<file path="src/rtl/unidad_salto_ras.sv">
// ============================================================================
// Module   : unidad_salto_ras
// Function : ID-stage jump/branch target unit with one-slot squash and a
//            circular return-address stack (RAS) for JR prediction checks.
// Revision : 1.0 - initial release
// ============================================================================
`default_nettype none

module unidad_salto_ras #(
   parameter int ANCHO_PC = 32,
   parameter int PROF_RAS = 4
) (
   input  logic                clk,
   input  logic                rst_n,
   input  logic                valido,
   input  logic                stall,
   input  logic [2:0]          tipo,
   input  logic                cond,
   input  logic [25:0]         instruccion,
   input  logic [ANCHO_PC-1:0] pc4,
   input  logic [ANCHO_PC-1:0] rs_dato,
   output logic [ANCHO_PC-1:0] destino,
   output logic                redirigir,
   output logic [ANCHO_PC-1:0] pred_ra,
   output logic                ra_acierto,
   output logic                ras_vacia,
   output logic                ras_llena
);

   localparam int                  c_ANCHO_PTR = $clog2(PROF_RAS);
   localparam logic [c_ANCHO_PTR:0] c_LLENO    = PROF_RAS[c_ANCHO_PTR:0];

   localparam logic [0:0] c_REPOSO = 1'b0;
   localparam logic [0:0] c_ANULA  = 1'b1;

   localparam logic [2:0] c_T_J   = 3'b001;
   localparam logic [2:0] c_T_JAL = 3'b010;
   localparam logic [2:0] c_T_JR  = 3'b011;
   localparam logic [2:0] c_T_BR  = 3'b100;

   logic [1:0]             r_rst_sinc;
   logic                   w_rst_n;
   logic [0:0]             r_estado;
   logic [0:0]             w_estado_sig;
   logic                   w_acepta;
   logic                   w_salta;
   logic                   w_push;
   logic                   w_pop;
   logic [ANCHO_PC-1:0]    w_destino;
   logic [ANCHO_PC-1:0]    r_pila [PROF_RAS];
   logic [c_ANCHO_PTR-1:0] r_ptr;
   logic [c_ANCHO_PTR-1:0] w_tope;
   logic [c_ANCHO_PTR:0]   r_ocup;

   // Reset asserts immediately but is released only after two clock edges.
   always_ff @(posedge clk or negedge rst_n) begin
      if (!rst_n) r_rst_sinc <= 2'b00;
      else        r_rst_sinc <= {r_rst_sinc[0], 1'b1};
   end
   assign w_rst_n = r_rst_sinc[1];

   always_ff @(posedge clk or negedge w_rst_n) begin
      if (!w_rst_n) r_estado <= c_REPOSO;
      else          r_estado <= w_estado_sig;
   end

   always_comb begin
      w_estado_sig = r_estado;
      case (r_estado)
         c_REPOSO: if (w_salta) w_estado_sig = c_ANULA;
         c_ANULA:  if (!stall)  w_estado_sig = c_REPOSO;
         default:  w_estado_sig = c_REPOSO;
      endcase
   end

   always_comb begin
      w_acepta = valido && !stall && (r_estado == c_REPOSO);
   end

   always_comb begin
      w_salta   = 1'b0;
      w_push    = 1'b0;
      w_pop     = 1'b0;
      w_destino = '0;
      if (w_acepta) begin
         case (tipo)
            c_T_J: begin
               w_salta   = 1'b1;
               w_destino = {pc4[ANCHO_PC-1:28], instruccion, 2'b00};
            end
            c_T_JAL: begin
               w_salta   = 1'b1;
               w_push    = 1'b1;
               w_destino = {pc4[ANCHO_PC-1:28], instruccion, 2'b00};
            end
            c_T_JR: begin
               w_salta   = 1'b1;
               w_pop     = 1'b1;
               w_destino = rs_dato;
            end
            c_T_BR: begin
               w_salta   = cond;
               w_destino = pc4 + {{(ANCHO_PC-18){instruccion[15]}}, instruccion[15:0], 2'b00};
            end
            default: ;
         endcase
      end
   end

   always_ff @(posedge clk or negedge w_rst_n) begin
      if (!w_rst_n) begin
         destino    <= '0;
         redirigir  <= 1'b0;
         ra_acierto <= 1'b0;
      end else begin
         redirigir <= w_salta;
         if (w_salta) destino <= w_destino;
         if (w_pop)   ra_acierto <= (r_ocup != '0) && (pred_ra == rs_dato);
      end
   end

   // r_ptr is the next write slot; a full push wraps over the oldest entry.
   always_ff @(posedge clk or negedge w_rst_n) begin
      if (!w_rst_n) begin
         r_ptr  <= '0;
         r_ocup <= '0;
         for (int i = 0; i < PROF_RAS; i++) r_pila[i] <= '0;
      end else if (w_push) begin
         r_pila[r_ptr] <= pc4;
         r_ptr         <= r_ptr + 1'b1;
         if (r_ocup != c_LLENO) r_ocup <= r_ocup + 1'b1;
      end else if (w_pop && (r_ocup != '0)) begin
         r_ptr  <= w_tope;
         r_ocup <= r_ocup - 1'b1;
      end
   end

   assign w_tope    = r_ptr - 1'b1;
   assign pred_ra   = (r_ocup == '0) ? '0 : r_pila[w_tope];
   assign ras_vacia = (r_ocup == '0);
   assign ras_llena = (r_ocup == c_LLENO);

endmodule

`default_nettype wire

</file>
<file path="config.mk">
export PLATFORM = sky130hd
export DESIGN_NAME = unidad_salto_ras
export DESIGN_NICKNAME = d
export VERILOG_FILES = /design/src/rtl/unidad_salto_ras.sv
export SDC_FILE = /design/constraint.sdc
export NUM_CORES = 1
export LEC_CHECK = 0
export ABC_AREA = 1
export CAP_MARGIN = 20
export CORE_MARGIN = 4
export CORE_UTILIZATION = 47
export DETAILED_ROUTE_END_ITERATION = 8
export GPL_TIMING_DRIVEN = 1
export PLACE_DENSITY = 0.72
export RECOVER_POWER = 100
export SLEW_MARGIN = 15
export SYNTH_ARGS = -nofsm -noshare
export SYNTH_HDL_FRONTEND = slang
export SYNTH_SLANG_ARGS = --single-unit
</file>
<file path="constraint.sdc">
create_clock -name clk -period 5.15 [get_ports clk]
set_clock_uncertainty 0.05 [all_clocks]
set_input_delay 0.7725 -clock clk [delete_from_list [all_inputs] [get_ports clk]]
set_output_delay 0.7725 -clock clk [all_outputs]
set_load 0.03 [all_outputs]
</file>
==> summary.txt, run 1 <==
Timing
  – Final setup violation count: 0
  – Fin crit share: 84.8%
  – Pins over their slew limit: 158
  – Setup TNS: 0 ns
  – Rel. slew slack: -19.1%
  – Worst Tran Pin Value: 1.79 ns
  – Post-layout minimum cycle time: 4.37 ns
  – Max Clock Freq: 229 MHz
  – Fin. Hold Viols: 0
  – Setup slack after layout: 0.784 ns
  – Unrepaired setup endpoints after global routing: false
  – Final hold slack: between 0.3 and 0.4 ns

Routing
  – Drt pass-1 iters: 5
  – Vias per Instance: between 5 and 6
  – Antenna viol nets, final: 0
  – 1st-iter DRT viols: 942
  – DRC viols: 0
  – Routed WL per cell: 17.2 um
  – Via count: 11,000
  – DRT Wirelength: 35,900 um

Clocking
  – Post-CTS Resized: 0
  – Worst-skew pair later-pin latency: 0.44 ns
  – CTS root buf: clkbuf_16
  – Postcts setup bufs: 0
  – Longest Clk Path Bufs: 2
  – H-Tree Level Count: 4
  – Clock Pin Slew Worst Setup and Hold Paths: about 0.07 ns
  – CTS Buf Count: 17
  – Total clock sinks: 170
  – CTS Hold Buffers Added: 0
  – CTS tree: yes

Floorplanning
  – I/O pin total: 166
  – Core ar.: approximately 23,000 um2
  – Row count: 55
  – Initial Util: 48.1%
  – Area of the die: 25,900 um2
  – Die Ht: 161 um
  – Die width: 161 um

Place
  – Dpl hpwl: ~27,000 um
  – Post-DP Area: roughly 13,000 um2
  – Placer's final routability congestion estimate: 1.02
  – IO buf count: 165
  – Setup WS pre-CTS: between 1 and 1.5 ns

Synth
  – Yosys Warn Count: 0
  – Post-synth top area share: 38.7%
  – Post-Syn Instances: 1,635
  – #FFs+latches synth: 170
  – Synth area leaders: dfrtp_1, nand2_1, inv_1
  – Syn avg cell area: about 6.7 um2
  – Top cell type by total area after synthesis: dfrtp_1
  – Sequential share of the synthesized area: 38.7%
  – Synthesized Nets: 1,768
  – Distinct cells, synth: 42
  – Mapped Area: 11,000 um2

Critical path
  – Max incr delay on CP: 0.96 ns
  – Critical path required time: ~4.3 ns
  – WP depth: 8
  – Top Family by Delay on Critical Path: buffers and inverters
  – Critical Path AT: 3.54 ns
  – CP endpoint kind: primary output
  – Worst-path cell with the longest stage delay: inv_1
  – CP cell instances: inv_1, ha_1, inv_1, nand3_1, nand2_1, nand2_1, inv_1, dlygate4sd3_1
  – CP bufs+invs: 4
  – R2r worst-path depth: 6
  – Cell repeated most along the worst path: inv_1
  – CP Launch Type: flip-flop
  – Crit Path Class: flip-flop to primary output
  – CP max FO: 33

Cells and area
  – Ant diodes: 0
  – Share of cells above drive strength 1: 3.54%
  – Final nets: 1,898
  – Area Overhead vs Synth: 21.2%
  – Post-route cell area: 13,300 um2

Flow run
  – Max cap viols: 4

Global route
  – First-pass GRT wire length: around 56,000 um
  – Grt total ovfl: 0
  – Largest net degree at the start of global routing: roughly 170
  – Vias in the first global route: 10,200
  – Initial antenna violation count: 0
  – Tot GR Track Use: 27.3%

Hold path
  – Min-Delay Path Class: flip-flop to flip-flop
  – Hold Path Stages: 0

Pwr
  – Power Density: 529 nW/um2
  – Leak: 6.96 nW
  – Peak VDD IR: 0.368 mV
  – Pwr Total: 0.00705 W

Outcome
  – Failing checks: max-capacitance violations, max-slew violations
  – Status: finished with violations
-- layout by cell type, fill, tap and decap left out, types with 2 or more instances in the layout --
cell,n
o21bai_1,3
nand4_1,15
nor2_1,103
clkbuf_16,17
a221oi_2,5
o21ai_1,18
fa_1,2
inv_1,256
a21oi_1,54
dlygate4sd3_1,61
a21o_1,2
inv_6,3
nand3b_1,12
clkinv_4,2
and2_1,2
nand3_1,119
clkinv_8,2
a221oi_1,19
o21ai_0,143
clkbuf_1,10
a41oi_1,5
xor2_1,4
clkdlybuf4s50_1,95
buf_4,9
dfrtp_1,168
or2_2,8
nand2_1,574
inv_8,5
inv_2,3
ha_1,33
nor3_1,7
-- metrics by stage --
step | util [%] | instances
floorplan | - | 1635
global placement | 56.0 | 2059
detailed placement | 56.0 | 2059
CTS | 58.6 | 2091
global route | 58.3 | 2091
finish | 58.3 | 2091
-- cell type report --
type / count / area (um2)
Fill cell: 2187 / 9530
Timing Repair Buffer: 176 / 1690
Multi-Input combinational cell: 1141 / 5400
Tap cell: 313 / 392
Inverter: 259 / 972
Clock buffer: 17 / 425
Sequential cell: 170 / 4260
Clock inverter: 15 / 175
-- power breakdown --
group / internal [W] / switching (W)
clock network: 0.000696 / 0.000619
registers: 0.00177 / 0.000233
logic: 0.00117 / 0.00256
-- registers in the layout (all words and copies together), names as in the netlist --
register	flops
r_ocup	3
r_pila	128
ra_acierto	1
destino	32
redirigir	1
r_estado	1
r_rst_sinc	2
r_ptr	2
-- metal layers --
metal  global-route usage [%]  wire length (um)  vias up
met5                        0                 0        -
met4                     6.44               746        0
met3                     4.29              2090       55
met2                     43.7             16800      356
met1                     39.1             16300     5184
li1                         -                 -     5425
-- cells in the mapped netlist, drive strengths merged --
cell type	n
nand2	575
inv	259
dfrtp	170
o21ai	161
nand3	119
nor2	103
a21oi	55
buf	39
ha	33
clkbuf	26
a221oi	24
nand4	15
nand3b	12
or2	9
nor3	8
a41oi	5
xor2	4
o21bai	3
a21o	2
and2	2
fa	2
a21boi	1
a22oi	1
a31oi	1
conb	1
nor3b	1
nor4	1
o21a	1
o22a	1
o22ai	1
-- cells by family after synthesis --
| logic type | count (synthesis) | share of synthesized area (%) |
|---|---|---|
| AND/OR/NAND/NOR | 845 | 31.7 |
| buffers and inverters | 324 | 11.8 |
| AO/OA/AOI/OAI | 256 | 13.3 |
| flip-flops | 170 | 38.7 |
| adder cells (fa/ha/maj) | 35 | 4.12 |
| XOR/XNOR | 4 | 0.319 |
| other | 1 | 0.0341 |
-- path summary, 6_finish.rpt --
path | startpoint | to | slack (ns)
hold reg to reg | r_rst_sinc[0]$_DFF_PN0_ | r_rst_sinc[1]$_DFF_PN0_ | 0.31
max in group asynchronous | r_rst_sinc[1]$_DFF_PN0_ | r_ptr[0]$_DFFE_PN0P_ | 3.85
setup reg to reg | r_estado$_DFF_PN0_ | r_pila[113]$_DFFE_PN0P_ | 1.61
hold / removal | r_rst_sinc[0]$_DFF_PN0_ | r_rst_sinc[1]$_DFF_PN0_ | 0.31
min in group asynchronous | r_rst_sinc[1]$_DFF_PN0_ | r_pila[122]$_DFFE_PN0P_ | 0.40
setup / recovery | r_ptr[1]$_DFFE_PN0P_ | pred_ra[30] | 0.78
No activity file was read; power rests on OpenSTA's default activity.
==> run 2, diff against run 1 <==
--- a/config.mk
+++ b/config.mk
@@ -11,7 +11,7 @@
 export CORE_UTILIZATION = 47
 export DETAILED_ROUTE_END_ITERATION = 8
 export GPL_TIMING_DRIVEN = 1
-export PLACE_DENSITY = 0.72
+export PLACE_DENSITY = 0.69
 export RECOVER_POWER = 100
 export SLEW_MARGIN = 15
 export SYNTH_ARGS = -nofsm -noshare
==> constraint.sdc (replaced) <==
create_clock -name clk -period 4.19 [get_ports clk]
set_clock_uncertainty 0.05 [all_clocks]
set_input_delay 0.6285 -clock clk [delete_from_list [all_inputs] [get_ports clk]]
set_output_delay 0.6285 -clock clk [all_outputs]
set_load 0.03 [all_outputs]
==> run 2 against run 1 <==
Compared with the run above:
- global-route usage up 2.6 points
- largest power group unchanged
- core utilization up 0.17 points
- register-to-register slack worse by 0.80 ns
- setup slack worse by 0.34 ns
- the run still ends with max-capacitance violations, max-slew violations left
- worst hold slack better by 0.0031 ns
- highest routed layer unchanged
- non-clock buffer count up 7
- via count up 1.6%
==> summary.txt, run 2 (synthesized netlist as in run 1, its figures left out) <==
Critical path
  – Worst-path cell with the longest stage delay: dlygate4sd3_1
  – WP depth: 6
  – CP max FO: 52
  – Critical Path AT: 3.07 ns
  – CP endpoint kind: primary output
  – Max incr delay on CP: 0.76 ns
  – Worst R2R Start: r_rst_sinc[1]$_DFF_PN0_
  – Worst R2R End: destino[8]$_DFFE_PN0P_
  – Critical path required time: 3.51 ns
  – CP bufs+invs: 3
  – R2r setup slk: between 0.8 and 0.9 ns
  – Crit Path Class: flip-flop to primary output
  – CP Launch Type: flip-flop
  – CP cell instances: nor2_1, nand2_2, clkbuf_1, nand2_1, inv_1, dlygate4sd3_1
  – Top Family by Delay on Critical Path: buffers and inverters
  – R2r worst-path depth: 1

Global route
  – Met1 Usage GRT: a little over two fifths
  – Met2 Use GR: between 40 and 50%
  – Largest net degree at the start of global routing: 68
  – Tot GR Track Use: 29.8%
  – First-pass GRT wire length: 60,200 um
  – Initial antenna violation count: 0
  – Grt total ovfl: 0
  – Top Usage Layer GRT: met2
  – Met3 GRT Util: under 10%
  – Vias in the first global route: between 10,000 and 15,000

Clocking
  – Worst-skew pair later-pin latency: about 0.44 ns
  – CTS root buf: clkbuf_16
  – CTS Hold Buffers Added: 0
  – CTS Buf Count: 17
  – CTS tree: yes
  – Total clock sinks: 170
  – Postcts setup bufs: 0
  – Longest Clk Path Bufs: 2
  – Clock Pin Slew Worst Setup and Hold Paths: ~0.080 ns
  – H-Tree Level Count: 4
  – Post-CTS Resized: 0

Timing
  – Final setup violation count: 0
  – Pins over their slew limit: 104
  – Setup TNS: 0 ns
  – Unrepaired setup endpoints after global routing: false
  – Fin. Hold Viols: 0
  – Post-layout minimum cycle time: ~3.7 ns
  – Rel. slew slack: -27.1%
  – Fin crit share: 89.4%
  – Setup slack after layout: 0.446 ns
  – Final hold slack: 0.310 ns
  – Worst Tran Pin Value: 1.91 ns
  – Max Clock Freq: 267 MHz

Cells and area
  – # fillers: ~2,200
  – Commonest cells after routing, fill and taps aside: nand2_1, inv_1, dfrtp_1
  – Layout Cells excl Fill: 2,098
  – Register bank with the most flops: r_pila
  – Max reg flops: 128
  – FF/Latch Area: 4260 um2
  – Area occupied by multi-input gates: 5380 um2
  – Area Overhead vs Synth: 21.5%
  – Biggest regs: r_pila x128, destino x32, r_ocup x3
  – Most common cell after layout, fill and taps aside: nand2_1
  – Share of cells above drive strength 1: 3.87%
  – Final nets: 1,905
  – Ant diodes: 0

Routing
  – Vias per Instance: approximately 5.3
  – DRC viols: 0
  – Antenna viol nets, final: 0
  – 1st-iter DRT viols: 1,241
  – Drt pass-1 iters: 6
  – Routed WL per cell: roughly 18 um
  – DRT Wirelength: 38,600 um
  – Via count: 11,200

Hold path
  – Beginning of the worst hold path: r_rst_sinc[0]$_DFF_PN0_
  – Worst Hold End: r_rst_sinc[1]$_DFF_PN0_
  – Hold Path Stages: 0
  – Min-Delay Path Class: flip-flop to flip-flop

Place
  – Dpl cells: around 2,100
  – Dpl hpwl: slightly below 30,000 um
  – Setup WS pre-CTS: about 0.64 ns
  – IO buf count: between 150 and 200
  – Placer's final routability congestion estimate: 0.961

Outcome
  – Failing checks: max-capacitance violations, max-slew violations
  – Status: finished with violations

Floorplanning
  – Row count: 55
  – Die Ht: around 160 um
  – Initial Util: 48.1%
  – Core ar.: 22,800 um2
  – Area of the die: 25,900 um2
  – I/O pin total: about 170
  – Die width: 161 um

Pwr
  – Peak VDD IR: 0.448 mV
  – Leak: roughly 7.0 nW
  – Power Density: 661 nW/um2

Flow run
  – Max cap viols: 3
## run 2: worst max-delay path by stage
stage / slack [ns] / to / startpoint
floorplan: 1.33 / destino[0]$_DFFE_PN0P_ / r_rst_sinc[1]$_DFF_PN0_
global placement: 0.53 / destino[21]$_DFFE_PN0P_ / instruccion[15]
detailed placement: 0.64 / destino[21]$_DFFE_PN0P_ / instruccion[15]
CTS: 0.57 / pred_ra[14] / r_ptr[1]$_DFFE_PN0P_
global route: 0.24 / destino[10]$_DFFE_PN0P_ / r_rst_sinc[1]$_DFF_PN0_
finish: 0.45 / pred_ra[23] / r_ocup[0]$_DFFE_PN0P_
## run 2: area by class of cell
type / count / share of cell area [%]
clock buffer: 17 / 3.19
tap: 313 / 2.93
timing repair buffer: 183 / 12.8
sequential: 170 / 31.9
inverter: 259 / 7.28
multi-input combinational: 1141 / 40.3
clock inverter: 15 / 1.63
## run 2: layer usage
metal,vias up,part of all wire (%)
met4,0,3.1
met1,5246,44
met2,447,45
li1,5432,-
met5,-,0
met3,72,7.5
## run 2: report_power, final
| part | internal [W] | switching (W) | total [W] | leakage (nW) |
|---|---|---|---|---|
| combinational | 0.00144 | 0.00317 | 0.00461 | 4.46 |
| sequential | 0.00217 | 0.000315 | 0.00249 | 2.21 |
| clock | 0.000883 | 0.000846 | 0.00173 | 0.311 |
## run 2: stage by stage
stage          instance area [um2]  utilization (%)  power [W]
2_1_floorplan                11000                -    0.00555
3_3_place_gp                 12800             56.2    0.00722
3_5_place_dp                 12800             56.2    0.00727
4_1_cts                      13500             59.0    0.00903
5_1_grt                      13400             58.4    0.00945
6_report                     13400             58.4    0.00882
==> run 3, diff against run 2 <==
--- a/config.mk
+++ b/config.mk
@@ -6,6 +6,7 @@
 export NUM_CORES = 1
 export LEC_CHECK = 0
 export ABC_AREA = 1
+export ABC_CLOCK_PERIOD_IN_PS = 4190
 export CAP_MARGIN = 20
 export CORE_MARGIN = 4
 export CORE_UTILIZATION = 47
==> results of run 3 <==
Same layout as run 2: the final DEF is identical, and so are final timing and power.
